==> src/rtl/cplx_reg_bank_p_if.sv <==
// Bus bundle for the complex register bank: write port, two read ports,
// soft-clear request and busy flag. master = bank user, slave = bank.
interface cplx_reg_bank_p_if #(
    parameter int HW    = 32,
    parameter int DEPTH = 16
);
    localparam int AW = $clog2(DEPTH);

    logic            clr;
    logic            busy;
    logic            regwen;
    logic [2*HW-1:0] inA;
    logic [AW-1:0]   selwreg;
    logic [1:0]      endwreg;
    logic [AW-1:0]   seloutA;
    logic [AW-1:0]   seloutB;
    logic            cnstA;
    logic            cnstB;
    logic            enrregA;
    logic            enrregB;
    logic [2*HW-1:0] outA;
    logic [2*HW-1:0] outB;
    logic            validA;
    logic            validB;

    modport master (
        output clr, regwen, inA, selwreg, endwreg,
        output seloutA, seloutB, cnstA, cnstB,
        output enrregA, enrregB,
        input  busy, outA, outB, validA, validB
    );

    modport slave (
        input  clr, regwen, inA, selwreg, endwreg,
        input  seloutA, seloutB, cnstA, cnstB,
        input  enrregA, enrregB,
        output busy, outA, outB, validA, validB
    );
endinterface

==> src/rtl/cplx_reg_bank_p.sv <==
// Complex register bank: DEPTH entries of {real, imag}, HW bits each.
// Ports: clock, reset (sync, active-high), bus (cplx_reg_bank_p_if.slave):
//   write port (regwen/inA/selwreg/endwreg), read ports A/B
//   (selout/cnst/enrreg -> out/valid), soft clear (clr -> busy).
// Optional: define CPLX_REG_BANK_BYPASS_EN for read-during-write bypass.
module cplx_reg_bank_p #(
    parameter int HW    = 32,
    parameter int DEPTH = 16
) (
    input  logic               clock,
    input  logic               reset,
    cplx_reg_bank_p_if.slave   bus
);
    localparam int AW = $clog2(DEPTH);
    localparam int W  = 2 * HW;

    typedef enum logic {
        IDLE,
        CLEAR
    } state_t;

    state_t        state_q;
    state_t        state_d;
    logic [AW-1:0] cnt_q;
    logic [AW-1:0] cnt_d;

    logic [W-1:0]  bank [DEPTH];

    logic          clearing;
    logic          we;
    logic [W-1:0]  old_w;
    logic [W-1:0]  wdata;
    logic [W-1:0]  rd_a;
    logic [W-1:0]  rd_b;
    logic [W-1:0]  out_a;
    logic [W-1:0]  out_b;
    logic          valid_a;
    logic          valid_b;

    function automatic logic [W-1:0] cnst_val(
        input logic [1:0] code
    );
        logic [HW-1:0] one;
        logic [HW-1:0] zero;
        logic [HW-1:0] neg;
        one      = HW'(1);
        zero     = '0;
        neg      = '1;
        cnst_val = '0;
        unique case (code)
            2'd0: cnst_val = {one, zero};
            2'd1: cnst_val = {neg, zero};
            2'd2: cnst_val = {zero, one};
            2'd3: cnst_val = {zero, neg};
        endcase
    endfunction

    // FSM state register
    always_ff @(posedge clock) begin
        if (reset) begin
            state_q <= CLEAR;
            cnt_q   <= '0;
        end else begin
            state_q <= state_d;
            cnt_q   <= cnt_d;
        end
    end

    // FSM next state; clr is ignored while clearing
    always_comb begin
        state_d = state_q;
        cnt_d   = cnt_q;
        unique case (state_q)
            IDLE: begin
                if (bus.clr) begin
                    state_d = CLEAR;
                    cnt_d   = '0;
                end
            end
            CLEAR: begin
                cnt_d = cnt_q + AW'(1);
                if (cnt_q == AW'(DEPTH - 1)) begin
                    state_d = IDLE;
                end
            end
        endcase
    end

    assign clearing = (state_q == CLEAR);
    assign bus.busy = clearing;
    assign we       = bus.regwen && !clearing;

    // Partial writes merge with the retained half of the old entry
    assign old_w = bank[bus.selwreg];

    always_comb begin
        wdata = bus.inA;
        unique case (bus.endwreg)
            2'b00: wdata = bus.inA;
            2'b10: wdata = {bus.inA[W-1:HW], old_w[HW-1:0]};
            2'b01: wdata = {old_w[W-1:HW], bus.inA[HW-1:0]};
            2'b11: wdata = {bus.inA[HW-1:0], bus.inA[W-1:HW]};
        endcase
    end

    // Storage has no reset; a write coinciding with reset is lost
    always_ff @(posedge clock) begin
        if (!reset) begin
            if (clearing) begin
                bank[cnt_q] <= '0;
            end else if (we) begin
                bank[bus.selwreg] <= wdata;
            end
        end
    end

    always_comb begin
        rd_a = bank[bus.seloutA];
        rd_b = bank[bus.seloutB];
`ifdef CPLX_REG_BANK_BYPASS_EN
        // Return what the entry will hold after this edge
        if (clearing && bus.seloutA == cnt_q) begin
            rd_a = '0;
        end else if (we && bus.seloutA == bus.selwreg) begin
            rd_a = wdata;
        end
        if (clearing && bus.seloutB == cnt_q) begin
            rd_b = '0;
        end else if (we && bus.seloutB == bus.selwreg) begin
            rd_b = wdata;
        end
`endif
    end

    always_ff @(posedge clock) begin
        if (reset) begin
            out_a   <= '0;
            out_b   <= '0;
            valid_a <= 1'b0;
            valid_b <= 1'b0;
        end else begin
            valid_a <= bus.enrregA;
            valid_b <= bus.enrregB;
            if (bus.enrregA) begin
                out_a <= bus.cnstA ? cnst_val(bus.seloutA[1:0]) : rd_a;
            end
            if (bus.enrregB) begin
                out_b <= bus.cnstB ? cnst_val(bus.seloutB[1:0]) : rd_b;
            end
        end
    end

    assign bus.outA   = out_a;
    assign bus.outB   = out_b;
    assign bus.validA = valid_a;
    assign bus.validB = valid_b;
endmodule

==> src/flat_wrapper.sv <==
// flat-port wrapper written by rule: the top's interface ports become plain ports
module cplx_reg_bank_p_flat 
#(
    parameter int HW    = 32,
    parameter int DEPTH = 16
)
  (clock, reset, bus_clr, bus_regwen, bus_inA, bus_selwreg, bus_endwreg, bus_seloutA, bus_seloutB, bus_cnstA, bus_cnstB, bus_enrregA, bus_enrregB, bus_busy, bus_outA, bus_outB, bus_validA, bus_validB);
  cplx_reg_bank_p_if #(.HW(HW), .DEPTH(DEPTH)) bus_i ();
  input  logic clock;
  input  logic reset;
  input wire logic [$bits(bus_i.clr)-1:0] bus_clr;
  input wire logic [$bits(bus_i.regwen)-1:0] bus_regwen;
  input wire logic [$bits(bus_i.inA)-1:0] bus_inA;
  input wire logic [$bits(bus_i.selwreg)-1:0] bus_selwreg;
  input wire logic [$bits(bus_i.endwreg)-1:0] bus_endwreg;
  input wire logic [$bits(bus_i.seloutA)-1:0] bus_seloutA;
  input wire logic [$bits(bus_i.seloutB)-1:0] bus_seloutB;
  input wire logic [$bits(bus_i.cnstA)-1:0] bus_cnstA;
  input wire logic [$bits(bus_i.cnstB)-1:0] bus_cnstB;
  input wire logic [$bits(bus_i.enrregA)-1:0] bus_enrregA;
  input wire logic [$bits(bus_i.enrregB)-1:0] bus_enrregB;
  output wire logic [$bits(bus_i.busy)-1:0] bus_busy;
  output wire logic [$bits(bus_i.outA)-1:0] bus_outA;
  output wire logic [$bits(bus_i.outB)-1:0] bus_outB;
  output wire logic [$bits(bus_i.validA)-1:0] bus_validA;
  output wire logic [$bits(bus_i.validB)-1:0] bus_validB;
  assign bus_i.clr = bus_clr;
  assign bus_i.regwen = bus_regwen;
  assign bus_i.inA = bus_inA;
  assign bus_i.selwreg = bus_selwreg;
  assign bus_i.endwreg = bus_endwreg;
  assign bus_i.seloutA = bus_seloutA;
  assign bus_i.seloutB = bus_seloutB;
  assign bus_i.cnstA = bus_cnstA;
  assign bus_i.cnstB = bus_cnstB;
  assign bus_i.enrregA = bus_enrregA;
  assign bus_i.enrregB = bus_enrregB;
  assign bus_busy = bus_i.busy;
  assign bus_outA = bus_i.outA;
  assign bus_outB = bus_i.outB;
  assign bus_validA = bus_i.validA;
  assign bus_validB = bus_i.validB;
  cplx_reg_bank_p #(.HW(HW), .DEPTH(DEPTH)) u_core (.clock(clock), .reset(reset), .bus(bus_i));
endmodule
==> config.mk <==
export PLATFORM = sky130hd
export DESIGN_NAME = cplx_reg_bank_p_flat
export DESIGN_NICKNAME = d
export VERILOG_FILES = /design/src/rtl/cplx_reg_bank_p_if.sv /design/src/rtl/cplx_reg_bank_p.sv /design/src/flat_wrapper.sv
export SDC_FILE = /design/constraint.sdc
export NUM_CORES = 1
export LEC_CHECK = 0
export CORE_ASPECT_RATIO = 2
export CORE_MARGIN = 2
export CORE_UTILIZATION = 61
export DETAILED_ROUTE_END_ITERATION = 16
export PLACE_DENSITY = 0.84
export SETUP_SLACK_MARGIN = 0.2
export SLEW_MARGIN = 20
export SYNTH_ARGS = -nofsm -noshare
export SYNTH_HDL_FRONTEND = slang
export SYNTH_SLANG_ARGS = --single-unit
==> constraint.sdc <==
create_clock -name clock -period 5.54 [get_ports clock]
set_clock_uncertainty 0.05 [all_clocks]
set_input_delay 0.554 -clock clock [delete_from_list [all_inputs] [get_ports clock]]
set_output_delay 0.554 -clock clock [all_outputs]
set_load 0.005 [all_outputs]
==> flow_summary.ini <==
[layout]
drive_gt1_share_pct = 20.46
areaGrowthSynthToFinish_pct = 11.53
final_util_pct = 68.68
nets = 3606
fill_cells = 5537
ff_latch_area_sq_mm = 0.03345
design_area_sq_mm = 0.05983
multi_input_area_sq_mm = 0.01894

[synthesis]
synth.most_common_cell = edfxtp_1
synthSimpleGateAreaFrac_pct = 4.926
yosys_most_used_dff = edfxtp_1
synth_top_family_by_area = multiplexers
netlist_area_sq_mm = 0.05364
synth_area_per_cell_sq_um = 15.83
synthAdderAreaFrac_pct = 0.02333
postSynthCellCount = 3388
async_reset_ff_share_pct = 0
ys_seq_area_share_pct = 62.36
ys_types = 54
synth_edf_count = 1024
synth-compound-area-share_pct = 6.688
synth_common_cells = edfxtp_1 (1024), mux2i_1 (464), mux4_2 (299)
synth.area.top_cells = edfxtp_1 (57%), mux4_2 (13%), mux2i_1 (8.7%), dfxtp_1 (5.0%), mux2_2 (2.0%)
synthXorXnorAreaFrac_pct = 0
ys_warn_count = 0
synth_seq_cells = 1159
syn_nets = 3475
yosysTopAreaCell = edfxtp_1
yosysTopAreaCellShare_pct = 57.33
synthMuxAreaShare_pct = 23.25

[setup_path]
path_buf_inv = 1
cp-end-kind = register
cp_top_family = simple AND/OR/NAND/NOR gates
crit_path_max_incr_delay_ps = 800
rrSetupSlack_ps = 2100
arrival_ps = 3770
start_kind = register
crit_fanout = 20
slowest_stage = nor2b_4
worstRegToRegCells = 5
critical_path_class = reg -> reg
path_depth = 5
path_cells = or3b_4 -> mux2i_1 -> nor3b_2 -> nor2b_4 -> buf_4
critPathRequiredTime_ps = 5870

[sta]
period_share_pct = 62.07
drv_slew = 0
period_needed_ps = 3439
fmax_mhz = 290.8
rsz0062_at_grt = false
fin_setup_tns_ps = 0
hold_viol = 0
worst_hold_slack_ps = 275.3
worstMarginPinSlew_ps = 1259
setup_viol = 0
slew_headroom_pct = 16.08

[floorplan]
die_w_um = 213.7
die_area_sq_mm = 0.09047
pin_count = 217
core-area_sq_mm = 0.08710
fp-row-count = 153
die_h_um = 423.4
initial_core_util_pct = 61.58

[pwr]
p_per_area_mw_per_mm2 = 305.3
power.leakage_nw = 18.87
ir_drop_uv = 317.8
p_total_mw = 18.26

[clock_tree]
cts_tree = built
postCtsResizedCells = 0
ctsHoldBuffers = 0
cts_made_buffers = 95
clk_pin_slew_ps = 70
ctsHtreeMaxLevel = 3
clock_sinks = 1159
cts_setup_buffers = 0
clkLatencyLatePin_ps = 720
root_buffer = clkbuf_16
clockBufferDepth = 3

[grt]
grt_pass1_vias = 35890
antenna_found_initial = 11
overflow = 0
grt_max_degree = 120
grt_pass1_wl_mm = 237.9
gr-usage-all-layers_pct = 37.38

[place]
dp_hpwl_mm = 102.8
dpl_cell_area_sq_mm = 0.05668
gp_congestion = 0.8905
io_buffers = 216

[job]
timing.max_cap.violations = 0

[route]
dr.pass1.iters = 6
detail_route.vias_per_cell = 7.414
route.detailed.drc = 0
vias = 35310
drt_iter0_markers = 4563
wirelength_mm = 167.2
wire_per_inst_um = 35.11
drtAntennaViolNets = 0

[hold_path]
hold_class = in -> reg
min_delay_path_depth = 2

[outcome]
status = finished, final reports clean
-- registers in the layout (all words and copies together) (netlist names) --
signal / count
u_core.bus.validA: 1
u_core.bus.outB: 64
u_core.cnt_q: 4
u_core.bus.busy: 1
u_core.bus.validB: 1
u_core.bank: 1024
u_core.bus.outA: 64
-- path summary, 6_finish.rpt --
check                       from                  end
min reg2reg  u_core.bus.outB[15]  u_core.bus.outB[15]
max reg2reg      u_core.bus.busy   u_core.bank[2][21]
max              u_core.bus.busy   u_core.bank[2][21]
min                        reset      u_core.cnt_q[0]
-- per-stage QoR --
step,instances,setup WS (ps)
CTS,4760,2168
floorplan,3388,584.2
finish,4763,2101
detailed placement,4584,1588
global placement,4582,1651
global route,4761,1927
-- placed cells by master (no fill, tap or decap), types with 7 or more instances in the layout --
cell                n
clkbuf_1           15
o22ai_1            42
or2_2              13
and2_2             26
nor2b_4            11
nor2_1            163
nand2_1           187
mux4_2            299
nand3_1            47
mux2i_1           464
o21ai_0            22
dfxtp_1           135
clkbuf_16          96
nand2b_1           11
a21oi_1           172
bufinv_16           8
a211oi_1           59
clkinv_2           17
clkinvlp_4          9
nor2_2             14
a22oi_1            85
clkbuf_8            7
mux2_2             97
clkdlybuf4s50_1   205
a211oi_2            7
a31oi_1            43
edfxtp_1         1024
a311oi_1           45
o221a_2             7
a211o_1            21
clkinv_1           14
nor2b_1            67
o221a_1            14
buf_4              81
-- report_power, final --
group | internal, mW | total [mW] | leakage [nW] | switching [mW]
Clock | 3.68 | 6.87 | 1.50 | 3.20
Combinational | 0.693 | 1.69 | 8.03 | 1.00
Sequential | 9.56 | 9.70 | 9.34 | 0.137
-- kinds of logic after synthesis --
logic type | after synthesis
AOI/OAI and AO/OA | 529
DFF | 1159
and+or+nand+nor | 571
muxes | 860
adders and majority gates | 1
buffers and inverters | 268
-- routing by layer --
layer  up-vias  part of all wire [%]  track usage, %
met5         -                 0.054               0
met3       825                    13           10.65
met1     17580                    31           43.62
li1      13810                     -               -
met2      3076                    48           59.50
met4        14                   8.3           26.04
-- cell type report --
type                    count  area share [%]
flip-flops and latches   1159           55.92
clock buffers             118           4.271
well taps                1162           2.430
multi-input cells        1961           31.66
clock inverters            58          0.9118
inverters                   3         0.01882
diodes                      3         0.01255
repair buffers            299           4.783
(Power assumes the default switching activity.)
